--- src/rtl/rfnoc_sched_pkg.sv ---
// Shared types and helpers for the CHDR packet schedulers.
package rfnoc_sched_pkg;

  // Scheduler states: arbitrate, pass a packet, hold a granted port between packets
  typedef enum logic [1:0] {
    ARB  = 2'd0,
    PASS = 2'd1,
    HOLD = 2'd2
  } sched_state_t;

  // Credit loaded when a port's configured weight is zero
  localparam int unsigned DEFAULT_WEIGHT = 1;

  // Index width that stays at least one bit for degenerate sizes
  function automatic int unsigned clog2_safe(input int unsigned n);
    return (n <= 1) ? 1 : $clog2(n);
  endfunction

endpackage

--- src/rtl/rr_priority_select.sv ---
// Round-robin priority search: first requester strictly after last_grant, wrapping.
module rr_priority_select #(
  parameter int unsigned N     = 4,
  parameter int unsigned IDX_W = 2
) (
  input  logic [N-1:0]     request,
  input  logic [IDX_W-1:0] last_grant,
  output logic             found,
  output logic [IDX_W-1:0] index
);

  // Walk offsets 1..N from the last grant; the first hit wins
  always_comb begin
    int unsigned pos;
    found = 1'b0;
    index = '0;
    pos   = 0;
    for (int unsigned off = 1; off <= N; off++) begin
      pos = (32'(last_grant) + off) % N;
      if (!found && request[IDX_W'(pos)]) begin
        found = 1'b1;
        index = IDX_W'(pos);
      end
    end
  end

endmodule

--- src/rtl/chdr_wrr_pkt_scheduler.sv ---
// Weighted round-robin CHDR packet scheduler: NUM_PORTS inputs share one output,
// granted a packet at a time, up to cfg_weight packets per grant.
module chdr_wrr_pkt_scheduler
  import rfnoc_sched_pkg::*;
#(
  parameter int unsigned CHDR_W    = 64,
  parameter int unsigned NUM_PORTS = 4,
  parameter int unsigned WEIGHT_W  = 8,
  parameter int unsigned CNT_W     = 16
) (
  input  logic                          rfnoc_chdr_clk,
  input  logic                          rfnoc_chdr_rst_n,
  input  logic [CHDR_W*NUM_PORTS-1:0]   s_rfnoc_chdr_tdata,
  input  logic [NUM_PORTS-1:0]          s_rfnoc_chdr_tlast,
  input  logic [NUM_PORTS-1:0]          s_rfnoc_chdr_tvalid,
  output logic [NUM_PORTS-1:0]          s_rfnoc_chdr_tready,
  output logic [CHDR_W-1:0]             m_rfnoc_chdr_tdata,
  output logic                          m_rfnoc_chdr_tlast,
  output logic                          m_rfnoc_chdr_tvalid,
  input  logic                          m_rfnoc_chdr_tready,
  input  logic [WEIGHT_W*NUM_PORTS-1:0] cfg_weight,
  input  logic [NUM_PORTS-1:0]          cfg_enable,
  output logic [$clog2(NUM_PORTS)-1:0]  sts_grant,
  output logic                          sts_busy,
  output logic [CNT_W*NUM_PORTS-1:0]    sts_pkt_cnt
);

  localparam int unsigned IDX_W = clog2_safe(NUM_PORTS);

  sched_state_t        state;
  logic [IDX_W-1:0]    grant;
  logic [WEIGHT_W-1:0] credit;
  logic                busy;
  logic [CNT_W-1:0]    pkt_cnt [NUM_PORTS];

  logic [NUM_PORTS-1:0] req_c;
  logic                 found_c;
  logic [IDX_W-1:0]     win_c;
  logic [WEIGHT_W-1:0]  win_weight_c;
  logic [WEIGHT_W-1:0]  load_credit_c;
  logic                 eop_c;
  logic                 others_c;

  // Eligible requesters and the competitors of the current grant
  assign req_c    = s_rfnoc_chdr_tvalid & cfg_enable;
  assign others_c = |(req_c & ~(NUM_PORTS'(1) << grant));

  rr_priority_select #(
    .N     (NUM_PORTS),
    .IDX_W (IDX_W)
  ) u_rr_select (
    .request    (req_c),
    .last_grant (grant),
    .found      (found_c),
    .index      (win_c)
  );

  // Credit for a new grant; a zero weight still allows one packet
  assign win_weight_c  = cfg_weight[WEIGHT_W*win_c +: WEIGHT_W];
  assign load_credit_c = (win_weight_c == '0) ? WEIGHT_W'(DEFAULT_WEIGHT) : win_weight_c;

  // Unbuffered datapath: only the granted port is connected, and only in PASS
  always_comb begin
    m_rfnoc_chdr_tvalid = 1'b0;
    m_rfnoc_chdr_tlast  = 1'b0;
    m_rfnoc_chdr_tdata  = '0;
    s_rfnoc_chdr_tready = '0;
    if (state == PASS) begin
      m_rfnoc_chdr_tvalid        = s_rfnoc_chdr_tvalid[grant];
      m_rfnoc_chdr_tlast         = s_rfnoc_chdr_tlast[grant];
      m_rfnoc_chdr_tdata         = s_rfnoc_chdr_tdata[CHDR_W*grant +: CHDR_W];
      s_rfnoc_chdr_tready[grant] = m_rfnoc_chdr_tready;
    end
  end

  assign eop_c = m_rfnoc_chdr_tvalid & m_rfnoc_chdr_tready & m_rfnoc_chdr_tlast;

  // Scheduler FSM, grant/credit bookkeeping and per-port packet counters
  always_ff @(posedge rfnoc_chdr_clk or negedge rfnoc_chdr_rst_n) begin
    if (!rfnoc_chdr_rst_n) begin
      state  <= ARB;
      grant  <= '0;
      credit <= '0;
      busy   <= 1'b0;
      for (int i = 0; i < int'(NUM_PORTS); i++) pkt_cnt[i] <= '0;
    end else begin
      case (state)
        ARB: begin
          if (found_c) begin
            grant  <= win_c;
            credit <= load_credit_c;
            state  <= PASS;
            busy   <= 1'b1;
          end
        end
        PASS: begin
          if (eop_c) begin
            pkt_cnt[grant] <= pkt_cnt[grant] + CNT_W'(1);
            if (credit != '0) credit <= credit - WEIGHT_W'(1);
            if (credit <= WEIGHT_W'(1)) begin
              state <= ARB;
              busy  <= 1'b0;
            end else begin
              state <= HOLD;
            end
          end
        end
        HOLD: begin
          if (!cfg_enable[grant]) begin
            state <= ARB;
            busy  <= 1'b0;
          end else if (s_rfnoc_chdr_tvalid[grant]) begin
            state <= PASS;
          end else if (others_c) begin
            state <= ARB;
            busy  <= 1'b0;
          end
        end
        default: begin
          state <= ARB;
          busy  <= 1'b0;
        end
      endcase
    end
  end

  // Status outputs straight from registers
  always_comb begin
    sts_grant = grant;
    sts_busy  = busy;
    for (int i = 0; i < int'(NUM_PORTS); i++) sts_pkt_cnt[CNT_W*i +: CNT_W] = pkt_cnt[i];
  end

endmodule

--- config.mk ---
export PLATFORM = sky130hd
export DESIGN_NAME = chdr_wrr_pkt_scheduler
export DESIGN_NICKNAME = d
export VERILOG_FILES = /design/src/rtl/rfnoc_sched_pkg.sv /design/src/rtl/rr_priority_select.sv /design/src/rtl/chdr_wrr_pkt_scheduler.sv
export SDC_FILE = /design/constraint.sdc
export NUM_CORES = 1
export LEC_CHECK = 0
export BUFFER_PORTS_ARGS = -buffer_cell sky130_fd_sc_hd__buf_2
export CORE_AREA = 2 2 171 173
export DETAILED_ROUTE_END_ITERATION = 6
export DIE_AREA = 0 0 173 175
export MAX_ROUTING_LAYER = met4
export SLEW_MARGIN = 40
export SYNTH_ARGS = -nofsm -noshare
export SYNTH_HDL_FRONTEND = slang
export SYNTH_SLANG_ARGS = --single-unit
--- constraint.sdc ---
create_clock -name rfnoc_chdr_clk -period 8.4 [get_ports rfnoc_chdr_clk]
set_input_delay 1.68 -clock rfnoc_chdr_clk [delete_from_list [all_inputs] [get_ports rfnoc_chdr_clk]]
set_output_delay 1.68 -clock rfnoc_chdr_clk [all_outputs]
set_load 0.005 [all_outputs]
==> impl_summary.md <==
Final layout
The count of cells in the finished layout, fillers not included, comes to ~1400. After the last flow step, the layout net total stands at between 1000 and 1500. For this run, the share of the core covered by cells in the final layout is around a third. The share of cells above drive strength 1 is just over 60%.

The relative area change from synthesis to final layout is 44.7%. The post-route cell area is just over 9000 um^2.

STA
After layout, the worst path uses ~54% of the clock period. On the final layout, the worst hold slack is between 0.5 and 0.6 ns. Setup violations remaining at the end of the flow were counted as 0. The number of pins exceeding their max-slew limit in the final report is 0.

The final worst-path setup slack is roughly 3.8 ns. Setup total negative slack on the finished layout was measured at 0 ns. The worst path in the final design needs a cycle of between 4 and 5 ns, including I/O delays and setup.

Setup repair after global routing left no endpoint under its margin. The highest achievable clock rate is approximately 220 MHz. The final count of hold timing violations came to 0. At the pin with the least slew margin, the transition time is between 0.8 and 0.9 ns. In this run the tightest slew margin relative to its limit is between 40% and 50%.

The maximum clock skew at final layout is ~0.0096 ns.

Clock network
The number of gates resized after CTS was 0. The post-CTS setup buffer count is 0. Buffers inserted to repair hold after CTS numbered 0. The clock latency of the later-clocked register in the worst-skew pair is ~0.34 ns. The clock tree root buffer cell is clkbuf_16. No sink is reached through more buffers than the 2 on the longest clock path.

The maximum level of the CTS H-tree is 3. The number of sinks driven by the clock tree is 77. Clock-pin slew was measured on the worst setup and hold paths at about 0.060 ns. The number of CTS-inserted buffers is 9.

TritonCTS built the clock tree.

Synth
Dividing the synthesized area by the synthesized cell count gives around 12 um^2. For this run, the number of Yosys warnings is 0. The dominant combinational cell family by area after synthesis is multiplexers. The synthesized netlist devotes roughly 15% of its cell area to simple gates. Summing the areas of all fa, ha and maj instances in the mapped netlist gives under 10% of the synthesized area. Summed over its instances, the top area cell type makes up a little under a third of the synthesized netlist area. The top cell type by total area after synthesis is dfrtp_1. In the synthesized netlist, the cells that appear most often are mux4_2 (80), dfrtp_1 (77), and2_1 (72), nand2_1 (50), o21ai_0 (41). The share of flip-flops with an asynchronous set or reset is between 90% and 100%. The number of nets handed over by synthesis was 861.

The dominant synthesized flop cell is dfrtp_1. After Yosys synthesis, XOR and XNOR cells account for 2.04% of the synthesized area. The most frequent cell after synthesis is mux4_2.

The synthesized netlist devotes just under 9% of its cell area to compound gates. The netlist uses 50 different library cells. Ranked by total cell area, the synthesized netlist is headed by dfrtp_1 (30%), mux4_2 (28%), and2_1 (7.1%).

Counting every instance in the synthesized netlist gives roughly 550. The synthesized netlist occupies a cell area of between 6000 and 7000 um^2. The mux cell area share after synthesis is between 30% and 40%.

Sequential elements use 30.2% of the synthesized area. Yosys mapped a number of flops with a built-in enable equal to 0. The post-synthesis sequential element count is 77.

Critical path
On the critical path, the stage with the largest delay is an instance of dfrtp_4. STA puts the critical path data required time at ~6.7 ns. The maximum fanout encountered on the critical timing path is 60.

The largest incremental delay on the critical path is 0.77 ns. The worst setup path is launched from a flop. The critical path is of the reg -> out type. The kind of cell with the highest combined delay on the critical path is buffers and inverters. The category of the worst setup path capture point is an output port. At the worst endpoint, the arrival time is around 2.9 ns. The buffering stage count on the worst path with inverters included is 2. Walking the worst path, the cells encountered are buf_4 -> mux4_2 -> and2_1 -> buf_2.

Detailed routing
After detailed routing, the number of remaining DRC violations is 0. The number of vias per cell is ~4.8. For this run, the detailed router's first-pass iteration total came to 7. The count of nets left with antenna violations after detail routing is 0. The total wirelength of the detailed-routed design is roughly 29 mm. The detailed router finished its first iteration with approximately 430 violations. Dividing the detail-routed wire length by the instance count gives 21.5 um. The routed layout has about 6600 vias.

Die
For this design the top-level I/O count stands at 440. The starting utilization of the core area is approximately 22%. The total area inside the core boundary comes to around 28000 um^2. The vertical die dimension is roughly 180 um.

The floorplan step defined a die boundary enclosing 30300 um^2. From left edge to right edge, the die measures 173 um. The floorplan has 62 rows.

Power and ir drop
Across the VDD grid, the largest voltage drop is between 200 and 250 uV. The overall power after layout is between 2 and 2.5 mW. The static leakage is between 4 and 5 nW. The total power divided by cell area is around 260 nW/um^2.

Placement
The HPWL after detailed placement is roughly 24 mm. The standard cell area after detailed placement is 8910 um^2. Port buffering added 439 buffers. At the end of routability-driven placement, the weighted congestion stood at around 0.91. Prior to clock tree synthesis, the placed netlist has a worst setup slack of around 4 ns. The number of placed instances, taps included, is ~1300.

GRT
Global routing finished with a remaining overflow of 0. The via count of the first global-routing pass is roughly 6500. Entering global routing, the biggest net connects 84 pins. The total global-route track usage is just under 20%. The first global-routing pass estimated about 43 mm of wire. The initial antenna violation count is 14.

Min path
The worst hold path belongs to the class reg -> reg.

Job
The number of max-cap violations is 0.

Outcome
The run finished with clean final reports.
-- logic make-up after synthesis --
group | after synthesis
compound gates | 90
xor+xnor | 14
fa+ha+maj | 7
buf+inv | 48
flops | 77
mux | 134
simple gates | 181
-- worst reg2reg max path: cells and delay by family, from the launching register on --
kind                   cells  cell delay, ns
flip-flops                 1            0.77
AO/OA/AOI/OAI              4            1.20
multiplexers               1            0.44
AND/OR/NAND/NOR            1            0.37
buffers and inverters      1            0.79
-- final cells by class --
class / instances / area [um^2]
antenna: 14 / 35.0
clock buffer: 10 / 229
clock inverter: 4 / 51.3
fill: 3012 / 19200
inverter: 4 / 15.0
multi-input combinational: 426 / 4220
sequential: 77 / 1930
tap: 384 / 480
timing repair buffer: 446 / 2260
-- worst paths after layout --
path / from / depth (start not counted) / slack [ns] / to
worst min-delay path: sts_pkt_cnt[61]$_DFFE_PN0P_ / 2 / 0.50 / sts_pkt_cnt[61]$_DFFE_PN0P_
min in group asynchronous: rfnoc_chdr_rst_n / 1 / 1.36 / sts_grant[0]$_DFFE_PN0P_
worst min register to register: sts_pkt_cnt[61]$_DFFE_PN0P_ / 2 / 0.50 / sts_pkt_cnt[61]$_DFFE_PN0P_
max in group asynchronous: rfnoc_chdr_rst_n / 1 / 6.49 / sts_pkt_cnt[13]$_DFFE_PN0P_
worst max register to register: sts_grant[1]$_DFFE_PN0P_ / 7 / 4.72 / credit[7]$_DFFE_PN0P_
worst max-delay path: sts_grant[1]$_DFFE_PN0P_ / 4 / 3.84 / m_rfnoc_chdr_tvalid
-- per-layer routing --
metal / part of all wire, % / global-route usage, % / routed length (um)
met5: 0 / - / 0
met1: 41 / 24.1 / 12100
met2: 49 / 29.9 / 14300
met4: 1.9 / 6.89 / 563
met3: 8.3 / 5.46 / 2440
-- cells in the final DEF (no fill, tap or decap), types with 6 or more instances in the layout --
cell / count
buf_4: 6
mux4_2: 80
a22o_1: 10
clkbuf_16: 9
o21ai_0: 41
xnor2_1: 8
buf_2: 438
a21oi_1: 16
and2_1: 72
nand2b_1: 10
dfrtp_1: 75
mux2_2: 37
and3_1: 7
nor2_1: 12
diode_2: 14
mux2i_1: 14
nand2_1: 47
ha_1: 7
-- flip-flops by register name, summed over array words and instances (netlist names) --
register and count:
credit 8, state 2, sts_busy 1, sts_grant 2
sts_pkt_cnt 64
-- power by group --
group / switching (mW) / total [mW] / internal, mW / leakage [nW]
Combinational: 0.725 / 1.48 / 0.756 / 3.45
Clock: 0.154 / 0.381 / 0.227 / 0.134
Sequential: 0.0937 / 0.517 / 0.423 / 1.04
Total: 0.973 / 2.38 / 1.41 / 4.62
Power figures use the tool's default switching activity.
